### src/rtl/mobius_iter_if.sv
// Handshake bundle for the Mobius transform block: input vector channel
// and result channel, each valid/ready.
interface mobius_iter_if #(
   parameter int N = 64
) ();
   logic         in_valid;
   logic         in_ready;
   logic [0:N-1] in_data;
   logic         in_dir;
   logic         out_valid;
   logic         out_ready;
   logic [0:N-1] out_data;

   // Producer/consumer side (drives vectors in, takes results out)
   modport master (
      output in_valid, in_data, in_dir, out_ready,
      input  in_ready, out_valid, out_data
   );

   // Transform block side
   modport slave (
      input  in_valid, in_data, in_dir, out_ready,
      output in_ready, out_valid, out_data
   );
endinterface

### src/rtl/mobius_iter.sv
// Iterative GF(2) Mobius (subset/superset) transform. One vector at a time:
// load in IDLE, apply SPC butterfly stages per clock in RUN, hold in DONE
// until the consumer takes the result.
module mobius_iter #(
   parameter int N      = 64,
   parameter int LOG2_N = 6,
   parameter int SPC    = 1
) (
   input  logic          clk,
   input  logic          rst_n,
   mobius_iter_if.slave  bus,
   output logic          busy
);
   localparam int K  = LOG2_N / SPC;
   localparam int CW = $clog2(K + 1);

   typedef enum logic [1:0] {IDLE, RUN, DONE} state_t;

   state_t        state_q, state_d;
   logic [0:N-1]  data_q, data_d;
   logic          dir_q, dir_d;
   logic [CW-1:0] cnt_q, cnt_d;
   logic [0:N-1]  staged;

   // One butterfly stage s. Pairs (i, i+half) are disjoint, so every update
   // reads the stage input d and writes only into r.
   function automatic logic [0:N-1] bfly(input logic [0:N-1] d, input int s,
                                         input logic dir);
      logic [0:N-1] r;
      int           half;
      r    = d;
      half = N >> (s + 1);
      for (int i = 0; i < N; i++) begin
         if (!dir && ((i & half) != 0))
            r[i] = d[i] ^ d[i - half];
         else if (dir && ((i & half) == 0))
            r[i] = d[i] ^ d[i + half];
      end
      return r;
   endfunction

   // Chain the SPC stages belonging to group cnt_q; stage index is resolved
   // against every constant s so each butterfly is fixed wiring plus a mux.
   always_comb begin
      staged = data_q;
      for (int t = 0; t < SPC; t++) begin
         for (int s = 0; s < LOG2_N; s++) begin
            if (s == int'(cnt_q) * SPC + t)
               staged = bfly(staged, s, dir_q);
         end
      end
   end

   // Next-state: accept in IDLE, iterate in RUN, hand off in DONE
   always_comb begin
      state_d = state_q;
      data_d  = data_q;
      dir_d   = dir_q;
      cnt_d   = cnt_q;
      case (state_q)
         IDLE: begin
            if (bus.in_valid) begin
               data_d  = bus.in_data;
               dir_d   = bus.in_dir;
               cnt_d   = '0;
               state_d = RUN;
            end
         end
         RUN: begin
            data_d = staged;
            cnt_d  = cnt_q + 1'b1;
            if (cnt_q == CW'(K - 1))
               state_d = DONE;
         end
         DONE: begin
            if (bus.out_ready)
               state_d = IDLE;
         end
         default: state_d = IDLE;
      endcase
   end

   // State and datapath registers; reset clears everything, aborting any vector
   always_ff @(posedge clk) begin
      if (!rst_n) begin
         state_q <= IDLE;
         data_q  <= '0;
         dir_q   <= 1'b0;
         cnt_q   <= '0;
      end else begin
         state_q <= state_d;
         data_q  <= data_d;
         dir_q   <= dir_d;
         cnt_q   <= cnt_d;
      end
   end

   // Handshake outputs depend on state only, so no valid->ready paths exist
   assign bus.in_ready  = (state_q == IDLE);
   assign bus.out_valid = (state_q == DONE);
   assign bus.out_data  = data_q;
   assign busy          = (state_q == RUN);
endmodule

### src/flat_wrapper.sv
// flat-port wrapper written by rule: the top's interface ports become plain ports
module mobius_iter_flat 
#(
   parameter int N      = 64,
   parameter int LOG2_N = 6,
   parameter int SPC    = 1
)
  (clk, rst_n, busy, bus_in_valid, bus_in_data, bus_in_dir, bus_out_ready, bus_in_ready, bus_out_valid, bus_out_data);
  mobius_iter_if #(.N(N)) bus_i ();
  input  logic clk;
  input  logic rst_n;
  output logic busy;
  input wire logic [$bits(bus_i.in_valid)-1:0] bus_in_valid;
  input wire logic [$bits(bus_i.in_data)-1:0] bus_in_data;
  input wire logic [$bits(bus_i.in_dir)-1:0] bus_in_dir;
  input wire logic [$bits(bus_i.out_ready)-1:0] bus_out_ready;
  output wire logic [$bits(bus_i.in_ready)-1:0] bus_in_ready;
  output wire logic [$bits(bus_i.out_valid)-1:0] bus_out_valid;
  output wire logic [$bits(bus_i.out_data)-1:0] bus_out_data;
  assign bus_i.in_valid = bus_in_valid;
  assign bus_i.in_data = bus_in_data;
  assign bus_i.in_dir = bus_in_dir;
  assign bus_i.out_ready = bus_out_ready;
  assign bus_in_ready = bus_i.in_ready;
  assign bus_out_valid = bus_i.out_valid;
  assign bus_out_data = bus_i.out_data;
  mobius_iter #(.N(N), .LOG2_N(LOG2_N), .SPC(SPC)) u_core (.clk(clk), .rst_n(rst_n), .bus(bus_i), .busy(busy));
endmodule
### config.mk
export PLATFORM = sky130hd
export DESIGN_NAME = mobius_iter_flat
export DESIGN_NICKNAME = d
export VERILOG_FILES = /design/src/rtl/mobius_iter_if.sv /design/src/rtl/mobius_iter.sv /design/src/flat_wrapper.sv
export SDC_FILE = /design/constraint.sdc
export NUM_CORES = 1
export LEC_CHECK = 0
export ABC_AREA = 1
export CORE_MARGIN = 5
export CORE_UTILIZATION = 61
export CTS_BUF_LIST = sky130_fd_sc_hd__clkbuf_8
export DETAILED_ROUTE_END_ITERATION = 16
export GPL_ROUTABILITY_DRIVEN = 0
export PLACE_DENSITY = 0.95
export SYNTH_ARGS = -nofsm -noshare
export SYNTH_HDL_FRONTEND = slang
export SYNTH_SLANG_ARGS = --single-unit
### constraint.sdc
create_clock -name clk -period 3.2 [get_ports clk]
set_input_delay 0.48 -clock clk [delete_from_list [all_inputs] [get_ports clk]]
set_output_delay 0.48 -clock clk [all_outputs]
set_load 0.005 [all_outputs]
==> qor.yml, run 1 <==
status: "aborted with a tool error"
haltStage: "5_1_grt"
firstError: "[ERROR GRT-0228] Horizontal edge usage exceeds the maximum allowed. (13, 9) usage=65535 limit=3200"
initial_core_util_pct: 61.5
std_cell_rows: 57
ys.flop_type: "dfxtp_1"
synth_top_area_share_pct: 45.2
htree_levels: 3
ys_warn_count: 0
synthTopCellsByArea: "nand2_1 (45%), nand3_1 (17%), dfxtp_1 (9.4%)"
die_w_um: 166
cts_buffer_depth: 2
yosysSeqAreaShare_pct: 9.43
syn_inst: 3196
die_h_um: 166
clock-sinks: 70
synth_nets: 3270
hpwl_um: 50700
worst-ep-kind: "sequential cell input"
io_pins: 136
synth-edff-count: 0
cts_buffers: 9
holdBufCountCts: 0
synth_area_leader_cell: "nand2_1"
grt_max_degree: 66
synth-seq-cells: 70
synth_cell_type_count: 41
synth_common_cells: "nand2_1 (1,789), nand3_1 (506), inv_1 (180)"
crit_endpoint: "u_core.bus.out_data[49]$_SDFFE_PN0P_/D"
yosysMostFrequentCell: "nand2_1"
async_reset_ff_share_pct: 0
syn_area_mm2: 0.0149
portBuffers: 135
syn_avg_cell_area_um2: 4.65
cts_root_buffer: "clkbuf_8"
## kinds of logic after synthesis
| kind of cell | synth area share, % |
|---|---|
| AOI/OAI and AO/OA | 13.6 |
| adders and majority gates | 0.421 |
| DFF | 9.43 |
| and+or+nand+nor | 64.9 |
| xor gates and xnor gates | 0.227 |
| buffers and inverters | 11.4 |
## through the flow
| step | instance area, µm² | TNS [ps] | instances | worst slack (ps) | hold slack [ps] |
|---|---|---|---|---|---|
| 2_1_floorplan | 14900 | 0 | 3196 | 488 | 471 |
| 3_3_place_gp | 17000 | 0 | 3605 | 60.0 | 544 |
| 3_5_place_dp | 17000 | -680 | 3605 | -68.5 | 549 |
| 4_1_cts | 17200 | 0 | 3623 | 1.02 | 561 |
## repair_timing
action                     CTS
setup endpoints to repair   57
setup buffers                2
resized for setup            9
pin swaps                    2
==> inputs of run 2 (changes only) <==
CORE_UTILIZATION = 40   (was 61)
CTS_BUF_LIST = unset   (was sky130_fd_sc_hd__clkbuf_8)
PLACE_DENSITY = unset   (was 0.95)
PLACE_DENSITY_LB_ADDON = 0.15   (was unset)
==> run 2 against run 1 <==
  * The flow now finishes, with violations (negative setup slack)
  * Area after synthesis unchanged
  * Synthesized cell count did not move
==> qor.yml, run 2 <==
status: "finished, violations left"
violations: "negative setup slack"
dieArea_mm2: 0.0411
clock-sinks: 70
slew_viol_final: 0
power_density_mw_per_mm2: 541
synth-seq-cells: 70
yosysSeqAreaShare_pct: 9.43
cts_buffer_depth: 2
cp_common_cell: "nand2_1"
synth-simple-area-share_pct: 64.9
mostFrequentLayoutCells: "nand2_1 (1,466), nand3_1 (435), nand2_2 (325)"
cp.buffers_inverters: 5
first_pass_iters: 6
cts_root_buffer: "clkbuf_16"
synth-edff-count: 0
cp_slowest_cell: "dfxtp_2"
drc: 0
synth_cell_type_count: 41
hpwl_um: 59700
core_region_area_mm2: 0.0366
synth_area_leader_cell: "nand2_1"
max_stage_delay_ps: 320
cp-end-kind: "register"
grt_pass1_vias: 20000
setup_violations: 9
initial_core_util_pct: 40.6
std_cell_rows: 70
fin_crit_ps: 3250
clkLatencyLatePin_ps: 360
drive_gt1_share_pct: 28.3
period_share_pct: 101
portBuffers: 135
synth_nets: 3270
cp-start-kind: "register"
num_vias: 23300
largest_register_ffs: 64
setup_ws_ps: -46.0
drt_iter0_markers: 2870
detail_route.wl_per_cell_um: 20.0
r2r_slack_ps: -50
drv_cap: 0
path_clk_slew_ps: 70
final_common_cell: "nand2_1"
critPathTopFamily: "simple AND/OR/NAND/NOR gates"
fillers: 3611
synth_top_area_share_pct: 45.2
viasPerCell: 5.81
syn_inst: 3196
crit_arrival_ps: 3460
rr_startpoint: "u_core.cnt_q[0]"
synth_top_family_by_area: "simple AND/OR/NAND/NOR gates"
grt_usage_pct: 34.7
cts_buffers: 9
max_freq_mhz: 308
ys_warn_count: 0
hp-start: "u_core.cnt_q[2]"
grt_max_degree: 71
overflow: 0
crit_fanout: 11
htree_levels: 3
fin_util_pct: 58.8
async_reset_ff_share_pct: 0
yosysMostFrequentCell: "nand2_1"
cts_tree: "built"
syn_area_mm2: 0.0149
synth-adder-area-share_pct: 0.421
antenna_found_initial: 3
grt_pass1_wl_um: 113000
hold_path.class: "reg2reg"
synth_xor_area_share_pct: 0.227
synth_common_cells: "nand2_1 (1,789), nand3_1 (506), inv_1 (180)"
die_w_um: 203
die_h_um: 203
synthTopCellsByArea: "nand2_1 (45%), nand3_1 (17%), dfxtp_1 (9.4%)"
cp.required_ps: 3410
synth_compound_area_share_pct: 13.6
vdd_ir_drop_max_mv: 0.283
relSlewSlack_pct: 27.6
total_power_mw: 11.6
antenna_cells: 0
synthMuxAreaShare_pct: 0
wl_um: 80200
nNetsFinal: 3610
critPathKind: "reg2reg"
p_leak_nw: 10.8
hold_viol_final: 0
syn_avg_cell_area_um2: 4.65
ys.flop_type: "dfxtp_1"
area_growth_pct: 44.8
io_pins: 136
rsz0062_at_grt: "yes"
skew_ps: 11.9
tightest_slew_ps: 1080
ant_nets: 0
startpoint: "u_core.cnt_q[0]"
-- run 2: cell counts after synthesis --
No cell type changed its count.
-- run 2: layout make-up --
cell class | count | area, µm² | area share [%]
multi-input cells | 2733 | 13600 | 63.4
repair inverters | 1 | 8.76 | 0.0407
clock buffers | 11 | 243 | 1.13
inverters | 230 | 887 | 4.12
flip-flops and latches | 70 | 1400 | 6.52
well taps | 468 | 586 | 2.72
clock inverters | 5 | 106 | 0.494
repair buffers | 491 | 4640 | 21.6
-- run 2: path summary, 6_finish.rpt --
kind | cells after the start | to
min reg2reg | 2 | u_core.cnt_q[2]
min | 2 | u_core.cnt_q[2]
max reg2reg | 25 | u_core.bus.out_data[50]
max | 25 | u_core.bus.out_data[50]
-- run 2: what timing repair did --
item	4_1_cts	5_1_grt
gates cloned	1	13
pin swaps	6	146
gates resized for setup	40	564
hold buffers	0	0
endpoints found under the setup margin	49	64
setup buffers	7	23
-- run 2: worst reg2reg max path, cell delays in order, from the launching register on --
cell and delay [ps]:
dfxtp_2 320, inv_2 70, ha_4 180, nand3_4 190, buf_12 220, buf_12 140, buf_12 150, nand2_1 110
o21ai_4 80, nand2_1 110, nand3_1 120, o21ai_2 130, nand2_2 110, nand3_2 100, o21ai_4 70, nand2_1 100
nand3_1 110, nand2_2 90, nand2_1 70, nand3_1 80, nand2_1 70, nand2_1 100, nand3_1 90, nand2_2 120
buf_12 110, a21oi_1 50
-- run 2: report_power, final --
group	switching, mW	total, mW	internal [mW]
registers	0.273	1.27	0.998
clock network	0.469	1.26	0.787
logic	5.68	9.11	3.43
-- run 2: cell families after synthesis --
kind of cell             after synthesis
AO/OA/AOI/OAI                        368
flip-flops                            70
XOR/XNOR                               3
AND/OR/NAND/NOR                     2357
buffers and inverters                393
adder cells (fa/ha/maj)                5
-- run 2: per-stage QoR --
step | TNS (ps) | setup slack [ps] | instances | area, µm² | hold WS (ps)
floorplan | 0 | 488 | 3196 | 14900 | 471
global placement | -1740 | -324 | 3949 | 18700 | 499
detailed placement | -5310 | -445 | 3949 | 18700 | 509
CTS | -18.3 | -18.3 | 3973 | 19300 | 517
global route | -8210 | -224 | 4009 | 21500 | 533
finish | -206 | -46.0 | 4009 | 21500 | 521
-- run 2: per-layer routing --
layer	vias to the layer above	share of wire [%]	GRT usage, %
met5	-	0.036	0
met1	10600	37	43.3
met4	4	8.8	22.6
li1	10900	-	-
met3	387	13	9.01
met2	1460	42	52.8
No activity file was read; power rests on OpenSTA's default activity.
